File: src/rtl/video_pkg.sv
// Shared video definitions for the effect chain: count widths, pixel type, control width.
package video_pkg;

    localparam int unsigned H_COUNT_W            = 11;
    localparam int unsigned V_COUNT_W            = 10;
    localparam int unsigned KNOB_W               = 10;
    localparam int unsigned VIDEO_FILTER_LATENCY = 4;

    typedef struct packed {
        logic [7:0] r;
        logic [7:0] g;
        logic [7:0] b;
    } rgb_t;

endpackage

File: src/rtl/filter_channel.sv
// One 8-bit colour channel: per-line first-order IIR low-pass (stage 2),
// high-pass emphasis (stage 3) and clamp/blank (stage 4).
module filter_channel
    import video_pkg::*;
#(
    parameter int unsigned FRAC_BITS = 10
) (
    input  logic              clk_pixel,
    input  logic              rst,
    input  logic              line_start_i,
    input  logic              active_i,
    input  logic [7:0]        x_i,
    input  logic [KNOB_W:0]   k_cut_i,
    input  logic [KNOB_W-1:0] q_i,
    input  logic              active_s3_i,
    output logic [7:0]        pix_o
);

    localparam int unsigned YW      = 8 + FRAC_BITS;
    // diff (YW+1 signed) times k_cut (KNOB_W+2 signed)
    localparam int unsigned PW      = YW + KNOB_W + 3;
    // hp (9 signed) times q (KNOB_W+1 signed)
    localparam int unsigned EW      = 9 + KNOB_W + 1;
    // q is scaled so that 512 gives unity emphasis
    localparam int unsigned Q_SHIFT = KNOB_W - 1;

    logic [YW-1:0]      y_q, y_d;
    logic [7:0]         x2_q, x2_d;
    logic [7:0]         ylo3_q, ylo3_d;
    logic signed [10:0] e3_q, e3_d;
    logic [7:0]         pix_q, pix_d;

    logic signed [YW:0]    diff;
    logic signed [PW-1:0]  prod;
    logic [7:0]            ylo;
    logic signed [8:0]     hp;
    logic signed [11:0]    s;

    // Stage 2: IIR state update; reload on line start, hold during blanking.
    always_comb begin
        diff = $signed({1'b0, x_i, {FRAC_BITS{1'b0}}}) - $signed({1'b0, y_q});
        prod = PW'(diff) * PW'($signed({1'b0, k_cut_i}));
        y_d  = y_q;
        if (line_start_i) begin
            y_d = {x_i, {FRAC_BITS{1'b0}}};
        end else if (active_i) begin
            y_d = YW'(PW'($signed({1'b0, y_q})) + (prod >>> KNOB_W));
        end
        x2_d = x_i;
    end

    // Stage 3: high-pass residue scaled by q.
    always_comb begin
        ylo    = y_q[YW-1:FRAC_BITS];
        hp     = $signed({1'b0, x2_q}) - $signed({1'b0, ylo});
        ylo3_d = ylo;
        e3_d   = 11'((EW'(hp) * EW'($signed({1'b0, q_i}))) >>> Q_SHIFT);
    end

    // Stage 4: recombine, clamp to 0..255 and blank outside the visible region.
    always_comb begin
        s = $signed({4'b0000, ylo3_q}) + 12'(e3_q);
        if (s < 12'sd0) begin
            pix_d = 8'd0;
        end else if (s > 12'sd255) begin
            pix_d = 8'd255;
        end else begin
            pix_d = s[7:0];
        end
        if (!active_s3_i) begin
            pix_d = 8'd0;
        end
    end

    // Pipeline registers for stages 2..4.
    always_ff @(posedge clk_pixel) begin
        if (rst) begin
            y_q    <= '0;
            x2_q   <= '0;
            ylo3_q <= '0;
            e3_q   <= '0;
            pix_q  <= '0;
        end else begin
            y_q    <= y_d;
            x2_q   <= x2_d;
            ylo3_q <= ylo3_d;
            e3_q   <= e3_d;
            pix_q  <= pix_d;
        end
    end

    assign pix_o = pix_q;

endmodule

File: src/rtl/video_filter.sv
// Filter slot of the video effect chain: control latch, line-start detect,
// sideband delay line and three filter_channel instances.
module video_filter
    import video_pkg::*;
#(
    // Only the default matches the structural depth of filter_channel.
    parameter int unsigned LATENCY   = VIDEO_FILTER_LATENCY,
    parameter int unsigned FRAC_BITS = 10
) (
    input  logic                 clk_pixel,
    input  logic                 rst,
    input  logic [H_COUNT_W-1:0] h_count_in,
    input  logic [V_COUNT_W-1:0] v_count_in,
    input  logic                 active_draw_in,
    input  logic [23:0]          pixel_in,
    input  logic [KNOB_W-1:0]    cutoff,
    input  logic [KNOB_W-1:0]    quality,
    output logic [H_COUNT_W-1:0] h_count_out,
    output logic [V_COUNT_W-1:0] v_count_out,
    output logic                 active_draw_out,
    output logic [23:0]          pixel_out
);

    // k_cut of 1024 makes the IIR transparent
    localparam logic [KNOB_W:0] KCUT_IDENTITY = {1'b1, {KNOB_W{1'b0}}};

    logic                 frame_start;
    logic [KNOB_W:0]      k_cut_q, k_cut_d;
    logic [KNOB_W-1:0]    q_q, q_d;
    logic [KNOB_W-1:0]    q_s2_q, q_s2_d;
    rgb_t                 pix_s1_q, pix_s1_d;
    logic                 ls_s1_q, ls_s1_d;

    logic [H_COUNT_W-1:0] sb_h_q [LATENCY];
    logic [H_COUNT_W-1:0] sb_h_d [LATENCY];
    logic [V_COUNT_W-1:0] sb_v_q [LATENCY];
    logic [V_COUNT_W-1:0] sb_v_d [LATENCY];
    logic                 sb_a_q [LATENCY];
    logic                 sb_a_d [LATENCY];

    logic [7:0]           ch_r, ch_g, ch_b;

    // Cutoff/quality latch on the frame's (0,0) sample; q is re-timed to meet its pixel in stage 3.
    always_comb begin
        frame_start = (h_count_in == '0) && (v_count_in == '0);
        k_cut_d     = k_cut_q;
        q_d         = q_q;
        if (frame_start) begin
            k_cut_d = {1'b0, cutoff} + {{KNOB_W{1'b0}}, 1'b1};
            q_d     = quality;
        end
        q_s2_d = q_q;
    end

    // Stage 1 capture, line-start detect and sideband shift.
    always_comb begin
        pix_s1_d  = pixel_in;
        ls_s1_d   = active_draw_in && (!sb_a_q[0] || (h_count_in == '0));
        sb_h_d[0] = h_count_in;
        sb_v_d[0] = v_count_in;
        sb_a_d[0] = active_draw_in;
        for (int i = 1; i < LATENCY; i++) begin
            sb_h_d[i] = sb_h_q[i-1];
            sb_v_d[i] = sb_v_q[i-1];
            sb_a_d[i] = sb_a_q[i-1];
        end
    end

    // Control, stage 1 and sideband registers.
    always_ff @(posedge clk_pixel) begin
        if (rst) begin
            k_cut_q  <= KCUT_IDENTITY;
            q_q      <= '0;
            q_s2_q   <= '0;
            pix_s1_q <= '0;
            ls_s1_q  <= 1'b0;
            for (int i = 0; i < LATENCY; i++) begin
                sb_h_q[i] <= '0;
                sb_v_q[i] <= '0;
                sb_a_q[i] <= 1'b0;
            end
        end else begin
            k_cut_q  <= k_cut_d;
            q_q      <= q_d;
            q_s2_q   <= q_s2_d;
            pix_s1_q <= pix_s1_d;
            ls_s1_q  <= ls_s1_d;
            for (int i = 0; i < LATENCY; i++) begin
                sb_h_q[i] <= sb_h_d[i];
                sb_v_q[i] <= sb_v_d[i];
                sb_a_q[i] <= sb_a_d[i];
            end
        end
    end

    filter_channel #(.FRAC_BITS(FRAC_BITS)) u_ch_r (
        .clk_pixel    (clk_pixel),
        .rst          (rst),
        .line_start_i (ls_s1_q),
        .active_i     (sb_a_q[0]),
        .x_i          (pix_s1_q.r),
        .k_cut_i      (k_cut_q),
        .q_i          (q_s2_q),
        .active_s3_i  (sb_a_q[2]),
        .pix_o        (ch_r)
    );

    filter_channel #(.FRAC_BITS(FRAC_BITS)) u_ch_g (
        .clk_pixel    (clk_pixel),
        .rst          (rst),
        .line_start_i (ls_s1_q),
        .active_i     (sb_a_q[0]),
        .x_i          (pix_s1_q.g),
        .k_cut_i      (k_cut_q),
        .q_i          (q_s2_q),
        .active_s3_i  (sb_a_q[2]),
        .pix_o        (ch_g)
    );

    filter_channel #(.FRAC_BITS(FRAC_BITS)) u_ch_b (
        .clk_pixel    (clk_pixel),
        .rst          (rst),
        .line_start_i (ls_s1_q),
        .active_i     (sb_a_q[0]),
        .x_i          (pix_s1_q.b),
        .k_cut_i      (k_cut_q),
        .q_i          (q_s2_q),
        .active_s3_i  (sb_a_q[2]),
        .pix_o        (ch_b)
    );

    assign h_count_out     = sb_h_q[LATENCY-1];
    assign v_count_out     = sb_v_q[LATENCY-1];
    assign active_draw_out = sb_a_q[LATENCY-1];
    assign pixel_out       = {ch_r, ch_g, ch_b};

endmodule

File: config.mk
export PLATFORM = sky130hd
export DESIGN_NAME = video_filter
export DESIGN_NICKNAME = d
export VERILOG_FILES = /design/src/rtl/video_pkg.sv /design/src/rtl/filter_channel.sv /design/src/rtl/video_filter.sv
export SDC_FILE = /design/constraint.sdc
export NUM_CORES = 2
export LEC_CHECK = 0
export BUFFER_PORTS_ARGS = -buffer_cell sky130_fd_sc_hd__buf_2
export CAP_MARGIN = 20
export CORE_UTILIZATION = 52
export DETAILED_ROUTE_END_ITERATION = 8
export GPL_TIMING_DRIVEN = 0
export PLACE_DENSITY = 0.68
export SYNTH_ARGS = -nofsm -noshare
export SYNTH_HDL_FRONTEND = slang
export SYNTH_HIERARCHICAL = 1
export SYNTH_SLANG_ARGS = --single-unit
File: constraint.sdc
create_clock -name clk_pixel -period 10.3 [get_ports clk_pixel]
set_input_delay 0.515 -clock clk_pixel [delete_from_list [all_inputs] [get_ports clk_pixel]]
set_output_delay 0.515 -clock clk_pixel [all_outputs]
set_load 0.1 [all_outputs]
==> out/results.md <==
### Outcome
• **run status** completed

### Cells and area
• **# fillers** 7494
• **register cell area after layout** 0.00607 mm^2
• **post-layout utilization of the core** 56.7%
• **Area growth, synth to finish** 7.40%
• **Post-Layout Cell Count** 6178
• **share of post-route cells with drive strength above 1** 4.72%
• **area used by multi-input combinational logic** 0.0330 mm^2
• **Net count, final** 6302

### Critical path
• **Most Frequent Cell on Critical Path** fa_1
• **path type of the worst setup path** reg -> reg
• **delay of the slowest cell on the worst path** 0.56 ns
• **startpoint type of the worst setup path** flop
• **data arrival at the endpoint of the critical path** 10.20 ns
• **CP max FO** 10
• **slowest stage cell on the critical path** dfxtp_1
• **WP data required** 10.70 ns
• **Worst Setup End Kind** flop

### Flow run
• **MaxCap Viol Count** 0

### Power
• **fraction of power spent switching nets** 43.7%
• **Static Leak** 0.0231 uW
• **sw power** 2460 uW
• **Worst VDD drop** 113 uV
• **Combinational Power Share** 53.0%
• **clock network fraction of total power** 22.9%
• **share of power burned in registers** 24.0%
• **Final Power** 5620 uW
• **total power density per cell area** 121 mW/mm^2
• **internal power of the cells** 3170 uW

### Floorplanning
• **overall die area** 0.0847 mm^2
• **number of ports placed on the die boundary** 114
• **die boundary height** 291 um
• **starting density of the core** 52.8%
• **number of rows created at floorplan** 105
• **Chip Width** 291 um
• **area of the core** 0.0824 mm^2

### Timing
• **final max-slew violation count** 0
• **Max-Slew Margin vs Limit** 24.6%
• **crit path time final** 9.80 ns
• **number of endpoints failing setup at the final stage** 0
• **final-layout setup total negative slack** 0 ns
• **RSZ-0062 raised after global routing** false
• **final number of hold-violating endpoints** 0
• **skew final** 0.0333 ns
• **slew at the pin closest to its max-slew limit** 1.13 ns
• **share of the cycle needed by the critical path after routing** 95.2%
• **crit path setup slack, layout** 0.499 ns
• **maximum clock frequency** 102 MHz

### Placed design
• **# placed instances** 6111
• **port buffer count** 113
• **half-perimeter wire length after placement** 85.9 mm
• **worst slack at placement** 0.381 ns
• **gpl congestion** 0.885

### Route
• **Post-Route M1 WL** 46.2 mm
• **Antenna Nets Post-Route** 0
• **Vias** 32600
• **drt drc** 0
• **drt first pass iters** 5
• **number of DRC markers in iteration 0** 1628
• **routed length per instance** 17.1 um
• **overall routed net length** 106 mm
• **vias per cell** 5.27
• **highest metal layer with signal wires** met5
• **Detail Route met2 WL** 50.1 mm
• **routed wire length on met3** 5.59 mm

### Synth
• **Post-Syn Nets** 6146
• **compound-cell area share of the yosys netlist** 7.85%
• **dominant combinational cell family by area after synthesis** adder cells
• **ys flop type** dfxtp_1
• **simple-gate share of the synthesized area** 17.2%
• **EDFF count, synth** 0
• **adder-cell area share of the yosys netlist** 45.2%
• **Cell Area, Synth** 0.0435 mm^2
• **Warnings, synthesis** 6
• **xor/xnor cell area share of the yosys netlist** 4.99%
• **proportion of register bits with asynchronous set or reset after synthesis** 0%
• **proportion of synthesized area in mux cells** 0.671%
• **mean post-synth cell area** 8.82 um^2
• **Cell variety after synth** 98
• **sequential-to-total area share from yosys stat** 14.0%
• **Mapped Cells** 4925
• **#FFs+latches synth** 303

### Clock network
• **clock tree from TritonCTS** built
• **buffers from clock root to sink, at most** 3
• **hold_buf cts** 0
• **count of H-tree levels built during CTS** 2
• **Clock Latency Late Sink** 0.56 ns
• **CTS clk-pin slew, worst paths** 0.06 ns
• **clock tree root buffer cell** clkbuf_16
• **CTS Buf Count** 35
• **clock sink count** 303

### GRT
• **wire length of the first global-routing pass** 173 mm
• **largest net degree at the start of global routing** 28
• **combined global-route utilization of all metal layers** 25.5%
• **via count of the first global-routing pass** 33400
• **initial antenna violation count** 6
• **GRT overflow** 0

### Worst hold path
• **min-delay worst type** in -> reg

[cell families after synthesis]
kind of cell | Yosys count
AO/OA/AOI/OAI | 511
XOR/XNOR | 243
adder cells (fa/ha/maj) | 1153
buffers and inverters | 1165
flip-flops | 303
multiplexers | 29
AND/OR/NAND/NOR | 1521
[registers in the layout, summed over array words and instances, names as in the netlist, 11 cells and up]
register	flops
u_ch_r/e3_q	11
sb_v_q	40
k_cut_q	11
u_ch_b/y_q	18
u_ch_g/e3_q	11
u_ch_b/e3_q	11
u_ch_g/y_q	18
sb_h_q	44
u_ch_r/y_q	18
pix_s1_q	24
[Yosys cell counts, drive strengths merged (4+ instances only)]
cell       n  area (um^2)
ha       457         5720
dfxtp    303         6070
a311oi     4         47.6
fa       696        13900
o21bai    37          278
or3       19          125
a211o      5         43.8
a21oi    163          831
a221oi     7         80.1
nor2     205          777
o41ai      5         51.3
and3      11         68.8
nor3b      6         45.0
nand2b    68          425
mux2i     28          280
o31ai     10         80.1
or2        6         37.5
nor4      16          149
a31oi     14         87.6
a21boi     6         45.0
xnor2    164         1440
nand3     36          180
clkbuf   166          624
nand2    630         2360
xor2      76          666
o21ai     81          409
inv      976         3660
and2     272         1710
a31o       6         52.6
a21o      51          383
nand4     19          119
nand4b     4         35.0
o21a      37          278
nor2b    169         1060
o211ai     6         60.1
nor3      46          240
a2111oi    5         52.6
buf       22          115
and4       4         37.5
a211oi    40          305
[stage by stage]
stage	hold slack, ns	instance area (um^2)
CTS	0.147	46600
floorplan	0.414	43500
global placement	0.416	45400
finish	0.169	46700
detailed placement	0.420	45400
global route	0.179	46700
[what timing repair did]
action                     CTS  global route
buffers inserted             0             0
resized for setup            0             6
setup endpoints to repair    0             1
[area by class of cell]
cell class	count	share of cell area, %
timing repair buffer	119	1.46
inverter	977	7.86
tap	1070	2.87
clock inverter	15	0.440
buffer	188	1.59
multi-input combinational	3457	70.7
clock buffer	47	2.10
sequential	303	13.0
antenna	2	0.0107
[path summary, 6_finish.rpt]
check | slack (ns) | cells after the start | startpoint | endpoint
setup / recovery | 0.50 | 34 | u_ch_r/y_q[0]$_SDFFE_PP0P_ | u_ch_r/y_q[17]$_SDFFE_PP0P_
hold / removal | 0.17 | 2 | pixel_in[12] | pix_s1_q[12]$_SDFF_PP0_
setup reg to reg | 0.50 | 34 | u_ch_r/y_q[0]$_SDFFE_PP0P_ | u_ch_r/y_q[17]$_SDFFE_PP0P_
hold reg to reg | 0.43 | 1 | sb_v_q[1][8]$_SDFF_PP0_ | sb_v_q[2][8]$_SDFF_PP0_
[layer usage]
metal / GRT usage (%) / vias up
met5: 0 / -
met3: 3.22 / 167
met1: 33.6 / 16200
met2: 42.9 / 817
li1: - / 15400
met4: 9.25 / 4
[power groups by stage]
stage	sequential, uW	combinational (uW)	clock, uW
after floorplan	1380	2170	0
final	1350	2980	1290
after global placement	1370	2900	0
after global routing	1360	3340	1370
after CTS	1350	2970	1320
after detailed placement	1370	2950	0
[worst max-delay path, delay by kind of cell, from the launching register on]
family	cells	cell delay, ns
compound gates	12	3.29
xor+xnor	3	0.81
fa+ha+maj	8	3.41
buf+inv	6	0.89
flops	1	0.56
simple gates	5	0.70
[layout by cell type, fill, tap and decap left out, types with 5 or more instances in the layout]
master / instances
and2_1: 268
nand2b_1: 68
o21a_1: 37
a211oi_1: 39
xnor2_1: 164
nor2_1: 204
nor2b_1: 169
or3_1: 17
and3_1: 11
a21oi_1: 161
nand2_1: 630
mux2i_1: 28
nor3b_1: 6
a31o_2: 5
clkinv_2: 6
a21o_1: 51
clkbuf_1: 168
xor2_1: 76
dfxtp_1: 302
nor4_1: 11
fa_1: 696
ha_1: 457
buf_1: 10
o21ai_0: 77
a211o_1: 5
nor3_1: 44
clkbuf_8: 6
inv_1: 975
nand3_1: 36
a21boi_0: 6
buf_2: 122
nand4_1: 19
clkbuf_16: 35
o21bai_1: 37
or2_2: 6
a31oi_1: 14
o31ai_1: 9
Note: power is estimated with default switching activity, not from simulation.
